==> config.mk <==
export PLATFORM = sky130hd
export DESIGN_NAME = regfile_access_arbiter_flat
export DESIGN_NICKNAME = d
export VERILOG_FILES = /design/src/rtl/regfile_access_arbiter_if.sv /design/src/rtl/regfile_access_arbiter.sv /design/src/flat_wrapper.sv
export SDC_FILE = /design/constraint.sdc
export NUM_CORES = 1
export LEC_CHECK = 0
export ABC_CLOCK_PERIOD_IN_PS = 2200
export CAP_MARGIN = 25
export CELL_PAD_IN_SITES_DETAIL_PLACEMENT = 1
export CELL_PAD_IN_SITES_GLOBAL_PLACEMENT = 2
export CORE_MARGIN = 3
export CORE_UTILIZATION = 27
export CTS_BUF_LIST = sky130_fd_sc_hd__clkbuf_4 sky130_fd_sc_hd__clkbuf_8
export DETAILED_ROUTE_END_ITERATION = 7
export HOLD_SLACK_MARGIN = 0.15
export PLACE_DENSITY_LB_ADDON = 0.05
export SLEW_MARGIN = 10
export SYNTH_ARGS = -nofsm -noshare
export SYNTH_HDL_FRONTEND = slang
export SYNTH_SLANG_ARGS = --single-unit
export TNS_END_PERCENT = 50
==> constraint.sdc <==
create_clock -name CLK -period 2.2 [get_ports CLK]
set_input_delay 0.44 -clock CLK [delete_from_list [all_inputs] [get_ports CLK]]
set_output_delay 0.44 -clock CLK [all_outputs]
set_load 0.02 [all_outputs]
==> src/rtl/regfile_access_arbiter_if.sv <==
// Bundle of requester, Reg File and status signals around the Reg File access arbiter.
// The slave modport is the arbiter's view; master is the surrounding environment.
interface regfile_access_arbiter_if #(
  parameter int width = 8,
  parameter int depth = 16
);
  localparam int AW = $clog2(depth);

  logic             m0_req;
  logic             m0_wr;
  logic [AW-1:0]    m0_addr;
  logic [width-1:0] m0_wdata;
  logic             m0_gnt;
  logic [width-1:0] m0_rdata;
  logic             m0_rvalid;
  logic             m0_rerr;

  logic             m1_req;
  logic             m1_wr;
  logic [AW-1:0]    m1_addr;
  logic [width-1:0] m1_wdata;
  logic             m1_gnt;
  logic [width-1:0] m1_rdata;
  logic             m1_rvalid;
  logic             m1_rerr;

  logic [width-1:0] RdData;
  logic             Rd_valid;
  logic [AW-1:0]    Reg_File_Adress;
  logic             WrEN;
  logic             RdEN;
  logic [width-1:0] WrData;
  logic             arb_busy;

  modport slave (
    input  m0_req, m0_wr, m0_addr, m0_wdata,
    input  m1_req, m1_wr, m1_addr, m1_wdata,
    input  RdData, Rd_valid,
    output m0_gnt, m0_rdata, m0_rvalid, m0_rerr,
    output m1_gnt, m1_rdata, m1_rvalid, m1_rerr,
    output Reg_File_Adress, WrEN, RdEN, WrData, arb_busy
  );

  modport master (
    output m0_req, m0_wr, m0_addr, m0_wdata,
    output m1_req, m1_wr, m1_addr, m1_wdata,
    output RdData, Rd_valid,
    input  m0_gnt, m0_rdata, m0_rvalid, m0_rerr,
    input  m1_gnt, m1_rdata, m1_rvalid, m1_rerr,
    input  Reg_File_Adress, WrEN, RdEN, WrData, arb_busy
  );
endinterface

==> src/rtl/regfile_access_arbiter.sv <==
// Round-robin sharing of the single Reg File port between two requesters,
// with a bounded wait for read data and per-requester read response routing.
module regfile_access_arbiter #(
  parameter int width      = 8,
  parameter int depth      = 16,
  parameter int RD_TIMEOUT = 4
) (
  input  logic                  CLK,
  input  logic                  Reset,
  regfile_access_arbiter_if.slave bus
);
  localparam int AW = $clog2(depth);
  localparam int CW = $clog2(RD_TIMEOUT + 1);

  localparam logic [0:0] IDLE    = 1'b0;
  localparam logic [0:0] RD_WAIT = 1'b1;

  logic [0:0]       state;
  logic             rr_ptr;
  logic             owner;
  logic [CW-1:0]    tmo_cnt;

  logic [1:0]       gnt;
  logic [1:0]       rvalid;
  logic [1:0]       rerr;
  logic [width-1:0] rdata [2];
  logic [AW-1:0]    rf_addr;
  logic [width-1:0] rf_wdata;
  logic             wr_en;
  logic             rd_en;

  logic [1:0]       req;
  logic [1:0]       elig;
  logic             win;
  logic             grant_any;
  logic             sel_wr;
  logic [AW-1:0]    sel_addr;
  logic [width-1:0] sel_wdata;

  assign req = {bus.m1_req, bus.m0_req};

  // A requester granted last cycle is masked while it withdraws its request.
  always_comb begin
    elig      = req & ~gnt;
    grant_any = (state == IDLE) && (elig != '0);
    win       = 1'b0;
    case (elig)
      2'b01:   win = 1'b0;
      2'b10:   win = 1'b1;
      2'b11:   win = ~rr_ptr;
      default: win = 1'b0;
    endcase
    sel_wr    = win ? bus.m1_wr    : bus.m0_wr;
    sel_addr  = win ? bus.m1_addr  : bus.m0_addr;
    sel_wdata = win ? bus.m1_wdata : bus.m0_wdata;
  end

  always_ff @(posedge CLK or negedge Reset) begin
    if (!Reset) begin
      state    <= IDLE;
      rr_ptr   <= 1'b1;
      owner    <= 1'b0;
      tmo_cnt  <= '0;
      gnt      <= '0;
      rvalid   <= '0;
      rerr     <= '0;
      rdata[0] <= '0;
      rdata[1] <= '0;
      rf_addr  <= '0;
      rf_wdata <= '0;
      wr_en    <= 1'b0;
      rd_en    <= 1'b0;
    end else begin
      gnt    <= '0;
      rvalid <= '0;
      rerr   <= '0;
      wr_en  <= 1'b0;
      rd_en  <= 1'b0;
      case (state)
        IDLE: begin
          if (grant_any) begin
            gnt[win] <= 1'b1;
            rr_ptr   <= win;
            rf_addr  <= sel_addr;
            if (sel_wr) begin
              wr_en    <= 1'b1;
              rf_wdata <= sel_wdata;
            end else begin
              rd_en   <= 1'b1;
              state   <= RD_WAIT;
              tmo_cnt <= '0;
              owner   <= win;
            end
          end
        end
        RD_WAIT: begin
          tmo_cnt <= tmo_cnt + 1'b1;
          // Data arriving on the timeout edge still counts as a successful read.
          if (bus.Rd_valid) begin
            rdata[owner]  <= bus.RdData;
            rvalid[owner] <= 1'b1;
            state         <= IDLE;
          end else if (tmo_cnt == CW'(RD_TIMEOUT - 1)) begin
            rdata[owner]  <= '0;
            rvalid[owner] <= 1'b1;
            rerr[owner]   <= 1'b1;
            state         <= IDLE;
          end
        end
        default: state <= IDLE;
      endcase
    end
  end

  assign bus.m0_gnt          = gnt[0];
  assign bus.m1_gnt          = gnt[1];
  assign bus.m0_rvalid       = rvalid[0];
  assign bus.m1_rvalid       = rvalid[1];
  assign bus.m0_rerr         = rerr[0];
  assign bus.m1_rerr         = rerr[1];
  assign bus.m0_rdata        = rdata[0];
  assign bus.m1_rdata        = rdata[1];
  assign bus.Reg_File_Adress = rf_addr;
  assign bus.WrData          = rf_wdata;
  assign bus.WrEN            = wr_en;
  assign bus.RdEN            = rd_en;
  assign bus.arb_busy        = (state == RD_WAIT);
endmodule

==> src/flat_wrapper.sv <==
// flat-port wrapper written by rule: the top's interface ports become plain ports
module regfile_access_arbiter_flat 
#(
  parameter int width      = 8,
  parameter int depth      = 16,
  parameter int RD_TIMEOUT = 4
)
  (CLK, Reset, bus_m0_req, bus_m0_wr, bus_m0_addr, bus_m0_wdata, bus_m1_req, bus_m1_wr, bus_m1_addr, bus_m1_wdata, bus_RdData, bus_Rd_valid, bus_m0_gnt, bus_m0_rdata, bus_m0_rvalid, bus_m0_rerr, bus_m1_gnt, bus_m1_rdata, bus_m1_rvalid, bus_m1_rerr, bus_Reg_File_Adress, bus_WrEN, bus_RdEN, bus_WrData, bus_arb_busy);
  regfile_access_arbiter_if #(.width(width), .depth(depth)) bus_i ();
  input  logic CLK;
  input  logic Reset;
  input wire logic [$bits(bus_i.m0_req)-1:0] bus_m0_req;
  input wire logic [$bits(bus_i.m0_wr)-1:0] bus_m0_wr;
  input wire logic [$bits(bus_i.m0_addr)-1:0] bus_m0_addr;
  input wire logic [$bits(bus_i.m0_wdata)-1:0] bus_m0_wdata;
  input wire logic [$bits(bus_i.m1_req)-1:0] bus_m1_req;
  input wire logic [$bits(bus_i.m1_wr)-1:0] bus_m1_wr;
  input wire logic [$bits(bus_i.m1_addr)-1:0] bus_m1_addr;
  input wire logic [$bits(bus_i.m1_wdata)-1:0] bus_m1_wdata;
  input wire logic [$bits(bus_i.RdData)-1:0] bus_RdData;
  input wire logic [$bits(bus_i.Rd_valid)-1:0] bus_Rd_valid;
  output wire logic [$bits(bus_i.m0_gnt)-1:0] bus_m0_gnt;
  output wire logic [$bits(bus_i.m0_rdata)-1:0] bus_m0_rdata;
  output wire logic [$bits(bus_i.m0_rvalid)-1:0] bus_m0_rvalid;
  output wire logic [$bits(bus_i.m0_rerr)-1:0] bus_m0_rerr;
  output wire logic [$bits(bus_i.m1_gnt)-1:0] bus_m1_gnt;
  output wire logic [$bits(bus_i.m1_rdata)-1:0] bus_m1_rdata;
  output wire logic [$bits(bus_i.m1_rvalid)-1:0] bus_m1_rvalid;
  output wire logic [$bits(bus_i.m1_rerr)-1:0] bus_m1_rerr;
  output wire logic [$bits(bus_i.Reg_File_Adress)-1:0] bus_Reg_File_Adress;
  output wire logic [$bits(bus_i.WrEN)-1:0] bus_WrEN;
  output wire logic [$bits(bus_i.RdEN)-1:0] bus_RdEN;
  output wire logic [$bits(bus_i.WrData)-1:0] bus_WrData;
  output wire logic [$bits(bus_i.arb_busy)-1:0] bus_arb_busy;
  assign bus_i.m0_req = bus_m0_req;
  assign bus_i.m0_wr = bus_m0_wr;
  assign bus_i.m0_addr = bus_m0_addr;
  assign bus_i.m0_wdata = bus_m0_wdata;
  assign bus_i.m1_req = bus_m1_req;
  assign bus_i.m1_wr = bus_m1_wr;
  assign bus_i.m1_addr = bus_m1_addr;
  assign bus_i.m1_wdata = bus_m1_wdata;
  assign bus_i.RdData = bus_RdData;
  assign bus_i.Rd_valid = bus_Rd_valid;
  assign bus_m0_gnt = bus_i.m0_gnt;
  assign bus_m0_rdata = bus_i.m0_rdata;
  assign bus_m0_rvalid = bus_i.m0_rvalid;
  assign bus_m0_rerr = bus_i.m0_rerr;
  assign bus_m1_gnt = bus_i.m1_gnt;
  assign bus_m1_rdata = bus_i.m1_rdata;
  assign bus_m1_rvalid = bus_i.m1_rvalid;
  assign bus_m1_rerr = bus_i.m1_rerr;
  assign bus_Reg_File_Adress = bus_i.Reg_File_Adress;
  assign bus_WrEN = bus_i.WrEN;
  assign bus_RdEN = bus_i.RdEN;
  assign bus_WrData = bus_i.WrData;
  assign bus_arb_busy = bus_i.arb_busy;
  regfile_access_arbiter #(.width(width), .depth(depth), .RD_TIMEOUT(RD_TIMEOUT)) u_core (.CLK(CLK), .Reset(Reset), .bus(bus_i));
endmodule
==> results <==
- The flow ran to the end, and the final reports show no timing, DRC or antenna violations.
- The repair_antennas step left the layout with diodes totalling 0.
- The number of inserted filler cells in the final layout is 639.
- The highest clock frequency the design can meet is 504 MHz.
- When the netlist entered floorplanning its net count stood at 171.
- The worst setup path is launched from a flip-flop.
- The total congestion overflow is 0.
- Once the clock tree was built, the setup fixing pass inserted 0 buffers.
- The total CTS buffers is 5.
- The leakage power of the design is 1.20 nW.
- The tree built by TritonCTS fans out to 42 sinks.
- Summing all flip-flop and latch instances after layout gives 1050 sq um.
- Summing all multi-input logic gate instances after layout gives 646 sq um.
- The synthesized netlist occupies a cell area of 1760 sq um.
- The total routed wire length on the met1 layer is 2150 microns.
- Summing the sequential cell areas from Yosys gives 59.8% of the chip area.
- The clock tree from TritonCTS is done.
- For this block, the initial DRC count from the detailed router was 73.
- The clock tree root buffer cell is sky130_fd_sc_hd__clkbuf_8.
- The clock input transition at the sequential cells of the worst setup and hold paths is 0.09 ns.
- From synthesis to final layout, the design area changed by 58.5%.
- Summing all placed instances gives a cell area of 2640 sq um.
- The final weighted congestion in routability-driven placement is 0.779.
- The wire length of the first global-routing pass is 8210 microns.
- The per-cell routed wire length is 16.7 microns.
- Cells fill 45.5% of the core in the end.
- The die footprint is 7520 sq um.
- Setup repair after global routing left no endpoint under its margin.
- Walking the worst path, the cells encountered are clkdlybuf4s50_1.
- The number of placement rows is 28.
- The cell class contributing the biggest share of worst-path delay is buffers and inverters.
- Routed signal wires occupy layers up through met4.
- The chip width is 86.7 microns.
- Dividing the synthesized area by the synthesized cell count gives 13.5 sq um.
- The number of iterations in the first detailed-routing pass is 3.
- The finished layout cell area is 2790 sq um.
- The maximum clock path buffer count is 2.
- Input and output buffers added on the ports amount to 75.
- After synthesis the netlist holds a flip-flop and latch count of 42.
- The Yosys step of the flow raised 0 warnings.
- The synthesized instance count is 130.
- For the final database, setup skew stands at 0.0122 ns.
- For the pin with the worst max-slew slack, the measured transition is 0.685 ns.
- The startpoint-to-endpoint class of the critical path is reg2out.
- The clock latency of the later-clocked register in the worst-skew pair is 0.31 ns.
- Dividing total power by cell area gives a power density of 1440 nW/um^2.
- The worst path in the final design needs a cycle of 1.98 ns, including I/O delays and setup.
- In the final design database the tool counted 255 nets.
- Across the VDD grid, the largest voltage drop is 0.000583 V.
- The fraction of the cycle the final worst path needs is 90.2%.
- The class of the most critical hold timing path is reg2reg.
- In this design, the stage delay of the slowest critical-path cell is 0.68 ns.
- Cells with a size suffix above 1 make up 18.1% of the layout.
- The total number of H-tree levels is 2.
- The via count of the first global-routing pass is 1651.
- The total global-route track usage is 14.2%.
- The region available for standard cell placement spans 6130 sq um.
- The number of vias per cell after detailed routing is 4.75.
- The post-DP HPWL is 3690 microns.
- The post-cts sizing count is 0.
- The met2 wire length is 2340 microns.
- The initial antenna violation count is 0.
- The number of max-slew violations in the final report is 0.
- The initial cell density of the core is 28.7%.
- The headroom to the max-slew limit is 54.2%.
- Data arrives at the worst endpoint at 1.54 ns.
- The number of non-filler instances in the completed layout is 290.
- The largest fanout of any net on the critical path is 11.
- The sum of negative setup slack is 0 ns.
- The final hold violation count is 0.
- Entering global routing, the biggest net connects 17 pins.
- For the worst setup path, the data required time is 1.76 ns.
- For this design, the slowest cell found on the critical path is sky130_fd_sc_hd__clkdlybuf4s50_1.
- Synthesis instantiated 29 different standard cells from the library.
- The vertical die dimension is 86.7 microns.
- The overall power after layout is 4.01 mW.
- The endpoint type of the worst setup path is a primary output.
- The post-placement cell count is 281.
- Max-cap violations in this run came to 0.
- Across all layers, the routed design uses 1378 vias.
- For this design the top-level I/O count stands at 76.
- The remaining routing DRC violations is 0.
- Detailed routing placed a total of 298 microns of wire on met3.
- The count of nets left with antenna violations once routing finished came out at 0.
- The number of buffers and inverters on the critical path is 1.
- The total length of routed wires is 4840 microns.
- The final number of setup-violating endpoints is 0.
[synthesized netlist by cell type]
cell | instances | area share [%]
sky130_fd_sc_hd__buf_6 | 1 | 0.64
sky130_fd_sc_hd__or2_2 | 1 | 0.36
sky130_fd_sc_hd__ha_1 | 2 | 1.4
sky130_fd_sc_hd__nand2b_1 | 1 | 0.36
sky130_fd_sc_hd__buf_4 | 1 | 0.43
sky130_fd_sc_hd__a21o_1 | 2 | 0.85
sky130_fd_sc_hd__or2b_1 | 1 | 0.43
sky130_fd_sc_hd__a21oi_1 | 3 | 0.85
sky130_fd_sc_hd__dfrtp_1 | 41 | 58
sky130_fd_sc_hd__nor2_1 | 7 | 1.5
sky130_fd_sc_hd__dfstp_2 | 1 | 1.5
sky130_fd_sc_hd__a221o_1 | 4 | 2.3
sky130_fd_sc_hd__a22o_1 | 17 | 8.5
sky130_fd_sc_hd__buf_2 | 1 | 0.28
sky130_fd_sc_hd__nand2b_4 | 1 | 0.78
sky130_fd_sc_hd__mux2_2 | 17 | 11
sky130_fd_sc_hd__o2bb2ai_1 | 1 | 0.50
sky130_fd_sc_hd__inv_1 | 7 | 1.5
sky130_fd_sc_hd__clkbuf_1 | 3 | 0.64
sky130_fd_sc_hd__o22a_1 | 1 | 0.50
sky130_fd_sc_hd__nand2_1 | 3 | 0.64
sky130_fd_sc_hd__nand3_1 | 1 | 0.28
sky130_fd_sc_hd__o32ai_4 | 1 | 1.6
sky130_fd_sc_hd__nor2b_4 | 1 | 0.78
sky130_fd_sc_hd__o21ai_0 | 4 | 1.1
sky130_fd_sc_hd__nor3b_1 | 4 | 1.7
sky130_fd_sc_hd__and2_0 | 1 | 0.36
sky130_fd_sc_hd__o221a_2 | 1 | 0.64
sky130_fd_sc_hd__o31ai_1 | 1 | 0.43
[worst register-to-register path, delay by kind of cell (launching register included)]
kind,cells,cell delay [ns]
flip-flops,1,0.56
AND/OR/NAND/NOR,2,0.64
AO/OA/AOI/OAI,1,0.23
buffers and inverters,1,0.24
[state kept, by name, indices dropped and copies added (netlist names), 2 cells and up]
register	flops
u_core.bus.Reg_File_Adress	4
u_core.bus.m1_rdata	8
u_core.bus.m0_rdata	8
u_core.rerr	2
u_core.tmo_cnt	3
u_core.rvalid	2
u_core.bus.WrData	8
u_core.gnt	2
[where the power goes]
part,switching [mW],internal (mW),total (mW)
combinational,0.907,1.02,1.93
clock,0.287,0.455,0.742
sequential,0.224,1.12,1.34
[repair_timing]
action / 4_1_cts / 5_1_grt
hold endpoints to repair: 13 / 0
endpoints found under the setup margin: 0 / 0
hold buffers: 1 / 0
[per-layer routing]
metal | up-vias | GRT usage (%)
met3 | 5 | 5.23
li1 | 637 | -
met1 | 694 | 18.2
met5 | - | 0
met4 | 0 | 4.25
met2 | 42 | 22.4
[area by class of cell]
| class | count | area share [%] |
|---|---|---|
| inverter | 7 | 0.942 |
| sequential | 42 | 37.7 |
| multi-input combinational | 75 | 23.1 |
| clock buffer | 5 | 2.47 |
| timing repair buffer | 83 | 29.9 |
| tap | 75 | 3.36 |
| clock inverter | 3 | 2.47 |
[layout by cell type, fill, tap and decap left out, drive strengths merged, types with 3 or more instances in the layout]
master / n
a22o: 17
a21oi: 3
buf: 8
clkbuf: 5
clkdlybuf4s50: 74
nor3b: 4
inv: 7
mux2: 17
nor2: 7
o21ai: 4
dfrtp: 41
nand2: 3
a221o: 4
[through the flow]
| step | setup WS [ns] | hold slack, ns |
|---|---|---|
| floorplan | 0.449 | 0.144 |
| finish | 0.216 | 0.502 |
| detailed placement | -0.0565 | 0.379 |
| CTS | 0.187 | 0.513 |
| global route | 0.132 | 0.528 |
| global placement | 0.0429 | 0.374 |
[worst paths after layout]
check | start | to | slack [ns] | cells after the start
min in group asynchronous | Reset | u_core.rerr[1] | 0.57 | 2
max in group asynchronous | Reset | u_core.bus.m1_rdata[5] | 1.11 | 3
setup / recovery | u_core.bus.arb_busy | bus_arb_busy | 0.22 | 1
setup reg to reg | u_core.bus.arb_busy | u_core.bus.m0_rdata[4] | 0.46 | 4
hold / removal | u_core.tmo_cnt[2] | u_core.tmo_cnt[2] | 0.50 | 1
hold reg to reg | u_core.tmo_cnt[2] | u_core.tmo_cnt[2] | 0.50 | 1
[logic make-up (layout without fill, tap and decap cells)]
logic type	count (synthesis)	count (layout)	share of synthesized area (%)
and+or+nand+nor	21	21	7.18
AOI/OAI and AO/OA	35	35	17.2
muxes	17	17	10.9
adders and majority gates	2	2	1.42
DFF	42	42	59.8
buffers and inverters	13	98	3.49
Power figures use the tool's default switching activity.
